File: config.mk
export PLATFORM = sky130hd
export DESIGN_NAME = alu_share_ctrl
export DESIGN_NICKNAME = d
export VERILOG_FILES = /design/src/rtl/alu_share_pkg.sv /design/src/rtl/alu_share_rr_arb.sv /design/src/rtl/alu_share_ctrl.sv
export SDC_FILE = /design/constraint.sdc
export NUM_CORES = 1
export LEC_CHECK = 0
export CAP_MARGIN = 20
export CORE_MARGIN = 5
export CORE_UTILIZATION = 55
export DETAILED_ROUTE_END_ITERATION = 16
export GPL_TIMING_DRIVEN = 0
export PLACE_DENSITY_LB_ADDON = 0.25
export SYNTH_ARGS = -nofsm -noshare
export SYNTH_HDL_FRONTEND = slang
export SYNTH_SLANG_ARGS = --single-unit
export TNS_END_PERCENT = 30
File: constraint.sdc
create_clock -name clk -period 6 [get_ports clk]
set_input_delay 0.6 -clock clk [delete_from_list [all_inputs] [get_ports clk]]
set_output_delay 0.6 -clock clk [all_outputs]
set_load 0.02 [all_outputs]
File: src/rtl/alu_share_pkg.sv
// Shared types and default widths for the two-requester ALU sequencer.
package alu_share_pkg;

    localparam int unsigned DefaultDataW = 16;
    localparam int unsigned DefaultOpW   = 4;

    typedef enum logic [3:0] {
        AluAdd = 4'b0000,
        AluSub = 4'b0001,
        AluAnd = 4'b0011,
        AluOr  = 4'b0100,
        AluSlt = 4'b0110,
        AluBeq = 4'b0111
    } alu_op_e;

    typedef enum logic [1:0] {
        StIdle = 2'd0,
        StExec = 2'd1,
        StResp = 2'd2
    } state_e;

endpackage

File: src/rtl/alu_share_rr_arb.sv
// Two-way round-robin arbiter; combinational, the last-grant pointer lives in the parent.
module alu_share_rr_arb (
    input  logic [1:0] valid,
    input  logic       last_grant,
    output logic [1:0] grant
);

    always_comb begin
        grant = 2'b00;
        if (valid == 2'b11) begin
            // On a tie the requester that did not win last time goes first.
            grant = last_grant ? 2'b01 : 2'b10;
        end else begin
            grant = valid;
        end
    end

endmodule

File: src/rtl/alu_share_ctrl.sv
// Shares one ALU between two requesters: round-robin accept, one execute cycle, held response.
// Optional grant/conflict counters are built when ALU_SHARE_CTRL_PERF_EN is defined.
module alu_share_ctrl
    import alu_share_pkg::*;
#(
    parameter int unsigned DATA_W = DefaultDataW,
    parameter int unsigned OP_W   = DefaultOpW
) (
    input  logic              clk,
    input  logic              rst,
    input  logic              req0_valid,
    output logic              req0_ready,
    input  logic [OP_W-1:0]   req0_op,
    input  logic [DATA_W-1:0] req0_a,
    input  logic [DATA_W-1:0] req0_b,
    input  logic              req1_valid,
    output logic              req1_ready,
    input  logic [OP_W-1:0]   req1_op,
    input  logic [DATA_W-1:0] req1_a,
    input  logic [DATA_W-1:0] req1_b,
    output logic              rsp0_valid,
    output logic              rsp1_valid,
    input  logic              rsp_ready,
    output logic [DATA_W-1:0] rsp_data,
    output logic              rsp_zero,
    output logic              rsp_err,
    output logic              busy
`ifdef ALU_SHARE_CTRL_PERF_EN
    ,
    output logic [15:0]       grant0_cnt,
    output logic [15:0]       grant1_cnt,
    output logic [15:0]       conflict_cnt
`endif
);

    state_e            state_q, state_d;
    logic              last_grant_q, last_grant_d;
    logic              gid_q, gid_d;
    logic [OP_W-1:0]   op_q, op_d;
    logic [DATA_W-1:0] a_q, a_d, b_q, b_d;
    logic [DATA_W-1:0] data_q, data_d;
    logic              zero_q, zero_d, err_q, err_d;

    logic [1:0]        grant;
    logic [DATA_W-1:0] alu_data;
    logic              alu_zero, alu_err;

    alu_share_rr_arb u_arb (
        .valid      ({req1_valid, req0_valid}),
        .last_grant (last_grant_q),
        .grant      (grant)
    );

    always_comb begin
        alu_data = '0;
        alu_zero = 1'b0;
        alu_err  = 1'b0;
        case (op_q)
            AluAdd:  alu_data = a_q + b_q;
            AluSub:  alu_data = a_q - b_q;
            AluAnd:  alu_data = a_q & b_q;
            AluOr:   alu_data = a_q | b_q;
            AluSlt:  alu_data = DATA_W'(a_q < b_q);
            AluBeq:  alu_zero = (a_q == b_q);
            default: alu_err  = 1'b1;
        endcase
        if (!alu_err && (op_q != AluBeq)) begin
            alu_zero = (alu_data == '0);
        end
    end

    always_comb begin
        state_d      = state_q;
        last_grant_d = last_grant_q;
        gid_d        = gid_q;
        op_d         = op_q;
        a_d          = a_q;
        b_d          = b_q;
        data_d       = data_q;
        zero_d       = zero_q;
        err_d        = err_q;
        req0_ready   = 1'b0;
        req1_ready   = 1'b0;
        case (state_q)
            StIdle: begin
                if (grant != 2'b00) begin
                    req0_ready   = grant[0];
                    req1_ready   = grant[1];
                    gid_d        = grant[1];
                    last_grant_d = grant[1];
                    op_d         = grant[1] ? req1_op : req0_op;
                    a_d          = grant[1] ? req1_a : req0_a;
                    b_d          = grant[1] ? req1_b : req0_b;
                    state_d      = StExec;
                end
            end
            StExec: begin
                data_d  = alu_data;
                zero_d  = alu_zero;
                err_d   = alu_err;
                state_d = StResp;
            end
            StResp: begin
                if (rsp_ready) begin
                    state_d = StIdle;
                end
            end
            default: state_d = StIdle;
        endcase
        // Nothing is accepted in the reset cycle.
        if (rst) begin
            req0_ready = 1'b0;
            req1_ready = 1'b0;
        end
    end

    always_ff @(posedge clk) begin
        if (rst) begin
            state_q      <= StIdle;
            last_grant_q <= 1'b1;
            gid_q        <= 1'b0;
            op_q         <= '0;
            a_q          <= '0;
            b_q          <= '0;
            data_q       <= '0;
            zero_q       <= 1'b0;
            err_q        <= 1'b0;
        end else begin
            state_q      <= state_d;
            last_grant_q <= last_grant_d;
            gid_q        <= gid_d;
            op_q         <= op_d;
            a_q          <= a_d;
            b_q          <= b_d;
            data_q       <= data_d;
            zero_q       <= zero_d;
            err_q        <= err_d;
        end
    end

    assign rsp0_valid = (state_q == StResp) && !gid_q;
    assign rsp1_valid = (state_q == StResp) && gid_q;
    assign rsp_data   = data_q;
    assign rsp_zero   = zero_q;
    assign rsp_err    = err_q;
    assign busy       = (state_q != StIdle);

`ifdef ALU_SHARE_CTRL_PERF_EN
    logic [15:0] grant0_cnt_q, grant1_cnt_q, conflict_cnt_q;
    logic        idle_conflict;

    assign idle_conflict = (state_q == StIdle) && req0_valid && req1_valid;

    always_ff @(posedge clk) begin
        if (rst) begin
            grant0_cnt_q   <= '0;
            grant1_cnt_q   <= '0;
            conflict_cnt_q <= '0;
        end else begin
            if (req0_ready && (grant0_cnt_q != 16'hFFFF)) begin
                grant0_cnt_q <= grant0_cnt_q + 16'd1;
            end
            if (req1_ready && (grant1_cnt_q != 16'hFFFF)) begin
                grant1_cnt_q <= grant1_cnt_q + 16'd1;
            end
            if (idle_conflict && (conflict_cnt_q != 16'hFFFF)) begin
                conflict_cnt_q <= conflict_cnt_q + 16'd1;
            end
        end
    end

    assign grant0_cnt   = grant0_cnt_q;
    assign grant1_cnt   = grant1_cnt_q;
    assign conflict_cnt = conflict_cnt_q;
`endif

endmodule

==> reports/metrics.yaml <==
p_comb_share_pct: 48.1
place.gp.congestion: 0.972
seqPwrFrac_pct: 30.6
clock_latency_ps: 350
chipHeight_um: 103
finalCritPeriodShare_pct: 66.2
rsz0062_at_grt: "no"
hold_viol: 0
syn_inst: 615
cts.path.max_buffers: 2
ys_ff_latch: 58
crit_buf_inv: 5
synth_xor_area_share_pct: 0.925
crit_arrival_ps: 3370
grt_usage_pct: 30.9
dp_hpwl_um: 12900
postRouteAntennaNets: 0
outcome: "finished clean"
worst-setup-path-type: "in -> out"
grt_pass1_wl_um: 25300
ctsHoldBuffers: 0
setup_viol: 0
grt_pass1_vias: 5054
relSlewSlack_pct: 36.3
totalWireLength_um: 16200
clock.fmax_mhz: 252
grt_max_degree: 12
final_util_pct: 72.6
ys_async_sr_fraction_pct: 0
slew_violations: 0
drive_above_1_share_pct: 3.42
cts-root-buf: "clkbuf_8"
vias_per_cell: 6.18
synth_mux_area_share_pct: 8.03
final_area_um2: 6030
hold_class: "reg -> reg"
cts_resized: 0
synthAdderAreaFrac_pct: 14.3
antenna_found_initial: 0
synth-edff-count: 0
drt_iter0_drc: 370
start_kind: "input pin"
post_cts_buffers: 0
cp_top_family: "buffers and inverters"
p_per_area_nw_per_um2: 257
clkTransAtPathRegs_ps: 70
critPathCaptureType: "output pin"
diodes: 0
synth_top_flop_cell: "dfxtp_1"
placed_cell_area_um2: 5860
p_leak_nw: 2.41
clkPwrFrac_pct: 21.3
synth_top_family_by_area: "compound AO/OA/AOI/OAI gates"
cts.sinks: 58
ys_seq_area_share_pct: 24.5
core_area_um2: 8300
globalRouteOverflowTotal: 0
drc_errors: 0
htree_levels: 3
portBuffers: 99
fin_crit_ps: 3970
synth_compound_area_share_pct: 25.8
post_drt_wl_per_cell_um: 19.3
crit_required_ps: 5400
worstPathCellList: "clkdlybuf4s50_1 -> inv_1 -> a21oi_1 -> buf_1 -> clkbuf_1 -> and3_1 -> clkdlybuf4s50_1"
tns_ps: 0
slowest_stage: "clkdlybuf4s50_1"
synthSimpleGateAreaFrac_pct: 19.2
tightest_slew_ps: 948
initial_utilization_pct: 57.0
slowest_delay_ps: 600
maxCapViolCount: 0
crit_top_cell: "clkdlybuf4s50_1"
peakVddDrop_mv: 0.167
vias: 5158
area_delta_synth_final_pct: 27.3
postSynthAreaPerCell_um2: 7.70
die_area_um2: 10600
synthesis.nets: 745
io_pins: 100
finalClockSkew_ps: 16.6
dieWidth_um: 103
cts_buffers: 9
synth_warnings: 0
synth.cell_area_um2: 4730
rows: 33
firstDrtPassIters: 5
layout.nets: 855
swShare_pct: 43.1
synthDistinctLibCells: 67
tritoncts: "built"
netSwitchingPower_mw: 0.668
p_int_mw: 0.881
critPathMaxFanout: 10
## worst reg2reg max path, delay by kind of cell (launching register included)
kind | cells | cell delay [ps]
DFF | 1 | 380
AOI/OAI and AO/OA | 5 | 1440
and+or+nand+nor | 4 | 1100
adders and majority gates | 1 | 420
buffers and inverters | 1 | 70
## final timing paths
kind,from,endpoint,slack [ps],cells past startpoint
setup reg to reg,a_q[2]$_SDFFE_PP0P_,rsp_zero$_SDFFE_PP0N_,2520,11
setup / recovery,req1_valid,req1_ready,2030,7
hold / removal,rsp_data[10]$_SDFFE_PP0N_,rsp_data[10]$_SDFFE_PP0N_,500,2
hold reg to reg,rsp_data[10]$_SDFFE_PP0N_,rsp_data[10]$_SDFFE_PP0N_,500,2
## through the flow
step | worst slack, ps | power [mW] | hold slack (ps) | std cells
floorplan | 3250 | 0.952 | 481 | 615
global placement | 2180 | 1.18 | 452 | 819
detailed placement | 2090 | 1.21 | 480 | 819
CTS | 2060 | 1.53 | 490 | 835
global route | 1870 | 1.64 | 518 | 835
finish | 2030 | 1.55 | 499 | 835
## final cells by class
class	count	area, um^2
clock buffer	10	128
timing repair buffer	99	991
tap	105	131
clock inverter	6	42.5
buffer	39	159
multi-input combinational	470	3230
inverter	48	180
fill	645	2270
sequential	58	1160
## cell usage after synthesis (all sizes together) (3+ instances only)
library cell,number,area (um^2)
a211oi,57,428
a21oi,39,195
a221oi,5,43.8
a31oi,4,25.0
and3,5,31.3
buf,7,37.5
clkbuf,32,121
dfxtp,58,1160
ha,51,638
inv,48,180
mux2i,38,380
nand2,33,124
nand2b,12,75.1
nand3,5,25.0
nor2,95,357
nor2b,5,31.3
nor3,16,80.1
nor3b,3,22.5
nor4,4,31.3
o211ai,6,45.0
o21ai,30,150
o311a,3,30.0
o311ai,4,35.0
o31ai,3,22.5
o32ai,3,26.3
or3,3,23.8
xor2,3,26.3
## cells in the final DEF, fill, tap and decap left out, types with 3 or more instances in the layout
cell	n
o21ai_0	26
o311a_1	3
clkbuf_8	9
and3_1	5
o31ai_1	3
o311ai_1	3
nor3_1	16
a21oi_1	39
clkdlybuf4s50_1	99
nand2b_1	12
buf_1	3
o211ai_1	6
buf_2	3
nand2_1	33
inv_1	48
nor3b_1	3
nand3_1	5
dfxtp_1	58
o21ai_1	4
a211oi_1	57
a31oi_1	4
o32ai_1	3
ha_1	51
nor2_1	95
a221oi_1	5
clkbuf_1	32
mux2i_1	38
xor2_1	3
nor2b_1	5
nor4_1	3
## logic make-up (layout without fill, tap and decap cells)
kind of cell               count (synthesis)  count (layout)
muxes                                     38              38
xor gates and xnor gates                   5               5
and+or+nand+nor                          194             194
buffers and inverters                     87             202
DFF                                       58              58
AOI/OAI and AO/OA                        180             180
adders and majority gates                 53              53
## power by group through the flow
stage                     registers, mW  logic (mW)  clock network (mW)
after floorplan                   0.486       0.467                   0
after global placement            0.478       0.706                   0
after detailed placement          0.483       0.723                   0
after CTS                         0.474       0.727               0.327
after global routing              0.480       0.810               0.347
final                             0.475       0.745               0.329
## sequential cells by signal, indices dropped and copies added (netlist names)
signal and flops:
rsp_err 1, rsp_zero 1, gid_q 1, last_grant_q 1, a_q 16, b_q 16, op_q 4, state_q 2
rsp_data 16
## per-layer routing
metal | GRT usage, % | share of wire (%) | vias up
met2 | 52.4 | 48 | 277
met5 | 0 | 0 | -
met1 | 38.7 | 41 | 2412
li1 | - | - | 2421
met4 | 12.9 | 3.5 | 0
met3 | 5.21 | 7.8 | 48
No activity file was read; power rests on OpenSTA's default activity.
